$ cat config.mk
export PLATFORM = sky130hd
export DESIGN_NAME = hazard_scoreboard
export DESIGN_NICKNAME = d
export VERILOG_FILES = /design/src/rtl/hazard_pkg.sv /design/src/rtl/sb_entry.sv /design/src/rtl/hazard_scoreboard.sv
export SDC_FILE = /design/constraint.sdc
export NUM_CORES = 1
export LEC_CHECK = 0
export ABC_AREA = 0
export CAP_MARGIN = 20
export CORE_UTILIZATION = 35
export DETAILED_ROUTE_END_ITERATION = 10
export PLACE_DENSITY_LB_ADDON = 0.05
export REMOVE_ABC_BUFFERS = 1
export SLEW_MARGIN = 5
export SYNTH_ARGS = -nofsm -noshare
export SYNTH_HDL_FRONTEND = slang
export SYNTH_SLANG_ARGS = --single-unit
$ cat constraint.sdc
create_clock -name Clock -period 7.2 [get_ports Clock]
set_input_delay 1.44 -clock Clock [delete_from_list [all_inputs] [get_ports Clock]]
set_output_delay 1.44 -clock Clock [all_outputs]
set_load 0.02 [all_outputs]
$ cat src/rtl/hazard_pkg.sv
// Shared defaults, width derivation and forwarding-select encodings for the
// RAW hazard scoreboard.
package hazard_pkg;

    localparam int unsigned AW_DEF    = 5;
    localparam int unsigned NPORT_DEF = 2;
    localparam int unsigned DEPTH_DEF = 3;

    // Width needed to hold a stage index 0..depth.
    function automatic int unsigned lw_of(input int unsigned depth);
        return $clog2(depth + 1);
    endfunction

    localparam int unsigned LW_DEF = $clog2(DEPTH_DEF + 1);

    localparam int unsigned FWD_RF  = 0;
    localparam int unsigned FWD_EXE = 1;
    localparam int unsigned FWD_MEM = 2;
    localparam int unsigned FWD_WB  = 3;

endpackage

$ cat src/rtl/sb_entry.sv
// One scoreboard entry: tracks how far the newest producer of a register has
// travelled down the pipeline and when its result becomes forwardable.
module sb_entry
    import hazard_pkg::*;
#(
    parameter int unsigned DEPTH = DEPTH_DEF,
    parameter int unsigned LW    = lw_of(DEPTH)
) (
    input  logic          clk_i,
    input  logic          rst_ni,
    input  logic          load_i,
    input  logic [LW-1:0] lat_i,
    output logic          valid_o,
    output logic [LW-1:0] age_o,
    output logic [LW-1:0] lat_o
);

    localparam logic [LW-1:0] AGE_MAX = LW'(DEPTH);

    logic          valid_q, valid_d;
    logic [LW-1:0] age_q, age_d;
    logic [LW-1:0] lat_q, lat_d;

    // A new producer overrides ageing of the previous one (WAW).
    always_comb begin
        valid_d = valid_q;
        age_d   = age_q;
        lat_d   = lat_q;
        if (load_i) begin
            valid_d = 1'b1;
            age_d   = LW'(1);
            lat_d   = lat_i;
        end else if (valid_q) begin
            if (age_q == AGE_MAX) begin
                valid_d = 1'b0;
                age_d   = '0;
            end else begin
                age_d   = age_q + LW'(1);
            end
        end
    end

    always_ff @(posedge clk_i) begin
        if (!rst_ni) begin
            valid_q <= 1'b0;
            age_q   <= '0;
            lat_q   <= '0;
        end else begin
            valid_q <= valid_d;
            age_q   <= age_d;
            lat_q   <= lat_d;
        end
    end

    assign valid_o = valid_q;
    assign age_o   = age_q;
    assign lat_o   = lat_q;

endmodule

$ cat src/rtl/hazard_scoreboard.sv
// In-order pipeline RAW hazard scoreboard: decides stall vs. issue for the
// instruction in ID and selects the forwarding source for each operand.
module hazard_scoreboard
    import hazard_pkg::*;
#(
    parameter  int unsigned AW    = AW_DEF,
    parameter  int unsigned NPORT = NPORT_DEF,
    parameter  int unsigned DEPTH = DEPTH_DEF,
    localparam int unsigned LW    = lw_of(DEPTH)
) (
    input  logic                  Clock,
    input  logic                  Resetn,
    input  logic                  issue_valid,
    input  logic [NPORT*AW-1:0]   issue_rs,
    input  logic [NPORT-1:0]      issue_rs_used,
    input  logic                  issue_wreg,
    input  logic [AW-1:0]         issue_rn,
    input  logic [LW-1:0]         issue_lat,
    input  logic                  flush,
    output logic                  stall,
    output logic                  issue_fire,
    output logic [NPORT*LW-1:0]   fwd_sel,
    output logic [15:0]           stall_cnt
);

    localparam int unsigned   NREG    = 2**AW;
    localparam logic [LW-1:0] AGE_MAX = LW'(DEPTH);

    logic          ent_valid [NREG];
    logic [LW-1:0] ent_age   [NREG];
    logic [LW-1:0] ent_lat   [NREG];

    logic [LW-1:0]       lat_eff;
    logic                wr_en;
    logic [NPORT-1:0]    haz;
    logic [NPORT*LW-1:0] fwd_raw;
    logic [AW-1:0]       rs_cur;
    logic                hit;
    logic [15:0]         stall_cnt_q, stall_cnt_d;

    // r0 is hardwired: never tracked, never forwarded.
    assign ent_valid[0] = 1'b0;
    assign ent_age[0]   = '0;
    assign ent_lat[0]   = '0;

    always_comb begin
        lat_eff = issue_lat;
        if (issue_lat == '0) begin
            lat_eff = LW'(1);
        end else if (issue_lat > AGE_MAX) begin
            lat_eff = AGE_MAX;
        end
    end

    assign wr_en = issue_fire & issue_wreg & (issue_rn != '0);

    for (genvar r = 1; r < NREG; r++) begin : g_ent
        sb_entry #(
            .DEPTH (DEPTH),
            .LW    (LW)
        ) u_ent (
            .clk_i   (Clock),
            .rst_ni  (Resetn),
            .load_i  (wr_en && (issue_rn == AW'(r))),
            .lat_i   (lat_eff),
            .valid_o (ent_valid[r]),
            .age_o   (ent_age[r]),
            .lat_o   (ent_lat[r])
        );
    end

    // Hazards are judged against current entries, before this issue's own write.
    always_comb begin
        haz     = '0;
        fwd_raw = '0;
        rs_cur  = '0;
        hit     = 1'b0;
        for (int unsigned p = 0; p < NPORT; p++) begin
            rs_cur = issue_rs[p*AW +: AW];
            hit    = issue_rs_used[p] && (rs_cur != '0) && ent_valid[rs_cur];
            if (hit && (ent_age[rs_cur] < ent_lat[rs_cur])) begin
                haz[p] = 1'b1;
            end else if (hit) begin
                fwd_raw[p*LW +: LW] = ent_age[rs_cur];
            end
        end
    end

    assign stall      = Resetn & issue_valid & ~flush & (|haz);
    assign issue_fire = Resetn & issue_valid & ~flush & ~(|haz);
    assign fwd_sel    = Resetn ? fwd_raw : {(NPORT*LW){1'b0}};

    always_comb begin
        stall_cnt_d = stall_cnt_q;
        if (stall && (stall_cnt_q != '1)) begin
            stall_cnt_d = stall_cnt_q + 16'd1;
        end
    end

    always_ff @(posedge Clock) begin
        if (!Resetn) begin
            stall_cnt_q <= '0;
        end else begin
            stall_cnt_q <= stall_cnt_d;
        end
    end

    assign stall_cnt = stall_cnt_q;

endmodule

==> results.md <==
- Status: finished, final reports clean
- Initial core utilization: 0.358
- IO Count: 46
- Total Wirelength: 31.9 mm
- MaxCap Viol Count: 0
- Final Hold Viols: 0
- Yosys top cell by area: dfxtp_1
- Kind of launch point of the worst setup path: primary input
- First-pass GRT wire length: 49.0 mm
- Slew headroom: 0.320
- Launching point of the worst reg2reg path: g_ent[25].u_ent.age_o[1]
- NumNets Final: 1066
- Min Tclk post-route: 6.70 ns
- Ant diodes: 0
- IO Port Bufs: 45
- Hold bufs inserted after CTS: 0
- Final worst path period share: 0.930
- Post-DP HPWL: 23.2 mm
- CP required: around 5.8 ns
- Critical Path Source: issue_rs[0]
- TritonCTS clock tree: yes
- P per Cell Area: 183 nW/um2
- R2R depth: 12
- H-tree depth: 4
- Routed vias: 7972
- DR WL/cell: about 23 um
- Initial DRC Count: between 400 and 500
- Hold WS: 0.471 ns
- Highest clock rate: 149 MHz
- Clock root cell: clkbuf_16
- Clock-pin slew of the registers on the worst-case setup and hold paths: roughly 0.070 ns
- Most frequent cells after synthesis: dfxtp_1, mux2i_1, nand2_1, a21oi_1, mux2_2
- Share of the synthesized area in the top cell type: 0.342
- Setup violations, final: 0
- Total CTS buffers: 17
- ANT nets after route: 0
- Fraction of layout cells with a size suffix above 1: 0.201
- Pin count of the biggest net entering global routing: 76
- Die Y: ~170 um
- Clk sinks: approximately 170
- Synthesized area per cell: between 10 and 15 um2
- Core ar.: approximately 28000 um2
- Layout Skew: roughly 0.017 ns
- Post-synth EDFFs: 0
- CP peak stage delay: around 0.63 ns
- Clock tree buffer depth: 2
- WHS Path Cells: 2
- CP max stage cell: a221oi_2
- CP Data Arrival Time: 5.26 ns
- Yosys cell types: 57
- Setup bufs post-CTS: 0
- Synthesized instance count: 990
- Critical Path, Cell by Cell: buf_2 -> buf_4 -> mux4_2 -> mux4_2 -> nand2_1 -> o31ai_1 -> ha_1 -> o221a_2 -> a221oi_2 -> a22oi_2 -> nor2_1 -> clkdlybuf4s50_1
- FP Rows: between 60 and 70
- Crit path max fanout: 14
- GRT Util Overall: 0.229
- Placer Congestion: between 0.8 and 0.9
- Pleak: approximately 4.5 nW
- Via density: 5.70
- Grt ovf: 0
- Die Area: 29300 um2
- Pre-Repair DR Iteration Count: 5
- Cell with the most instances after synthesis: dfxtp_1
- Part of the Yosys area used for sequential elements: 0.342
- Synth Warn #: 0
- VDD IR max: between 0.1 and 0.15 mV
- Chip Width: around 170 um
- Fin Setup TNS: 0 ns
- Crit end category: primary output
- CP dominant cell by count: mux4_2
- Mapped Area: about 10000 um2
- Ys flop type: dfxtp_1
- Slew @ Worst Pin: 1.01 ns
- Skew-Pair Late Insertion Delay: ~0.45 ns
- Max Slew Vio Count: 0
- Synth async-reset ratio: 0
- Syn-to-layout area delta: 14.2%
- Hold Crit Class: reg -> reg
- Min-Delay Startpoint: g_ent[14].u_ent.lat_o[1]
- Initial antenna violation count: 1
- Drt drc: 0
- Vias in the first global route: 7636
- Synth area leaders: dfxtp_1, mux4_2, mux2i_1
- Worst setup path class: in -> out
- Post-cts resize count: 0
- Flops & latches, synth: 171
- RSZ-0062 raised after global routing: no
## report_power, final
group          internal (mW)  switching, mW  total (mW)
Sequential             0.947        0.00247       0.949
Combinational         0.0605          0.113       0.173
Clock                  0.498          0.467       0.965
## worst paths after layout
kind / end / slack [ns]
worst min register to register: g_ent[14].u_ent.lat_o[1] / 0.47
worst max register to register: g_ent[21].u_ent.age_o[1] / 3.01
worst max-delay path: stall / 0.50
worst min-delay path: g_ent[14].u_ent.lat_o[1] / 0.47
## logic make-up (layout without fill, tap and decap cells)
family / count (synthesis) / count (layout) / share of synthesized area
multiplexers: 231 / 231 / 0.314
AND/OR/NAND/NOR: 316 / 316 / 0.163
flip-flops: 171 / 171 / 0.342
adder cells (fa/ha/maj): 34 / 34 / 0.0425
AO/OA/AOI/OAI: 151 / 151 / 0.101
buffers and inverters: 87 / 118 / 0.0377
## sequential cells by signal, summed over array words and instances (netlist names)
signal / cells
g_ent.u_ent.age_o: 62
g_ent.u_ent.valid_o: 31
g_ent.u_ent.lat_o: 62
stall_cnt: 16
## cell type report
type	count	area [um2]
Multi-Input combinational cell	732	6210
Tap cell	378	473
Timing Repair Buffer	79	683
Inverter	7	26.3
Sequential cell	171	3420
Clock inverter	15	178
Clock buffer	17	425
Fill cell	2813	16500
## through the flow
stage | utilization | total power, mW | worst slack, ns | cells | area (um2)
2_1_floorplan | - | 1.04 | 0.727 | 910 | 9650
3_3_place_gp | 0.387 | 1.14 | 0.603 | 1367 | 10800
3_5_place_dp | 0.387 | 1.14 | 0.577 | 1367 | 10800
4_1_cts | 0.409 | 2.12 | 0.555 | 1399 | 11400
5_1_grt | 0.409 | 2.17 | 0.351 | 1399 | 11400
6_report | 0.409 | 2.09 | 0.502 | 1399 | 11400
## cells in the final DEF, fill, tap and decap left out, drive strengths merged, types with 34 or more instances in the layout
cell             n
a21oi           67
and3            35
buf             39
clkdlybuf4s50   40
dfxtp          171
ha              34
mux2            66
mux2i          106
mux4            59
nand2           92
nand3           36
## critical path, delay by kind of cell
family / cells / cell delay (ns)
buf+inv: 3 / 1.23
mux: 2 / 1.04
compound gates: 4 / 0.97
fa+ha+maj: 1 / 0.33
simple gates: 2 / 0.23
## metal layers
| layer | track usage | up-vias | wire [um] | part of all wire |
|---|---|---|---|---|
| met2 | 0.356 | 206 | 14500 | 0.45 |
| met4 | 0.0761 | 2 | 724 | 0.023 |
| met3 | 0.0446 | 38 | 1700 | 0.053 |
| met5 | 0 | - | 11 | 0.00034 |
| li1 | - | 3765 | - | - |
| met1 | 0.316 | 3961 | 15000 | 0.47 |
Note: power is estimated with default switching activity, not from simulation.
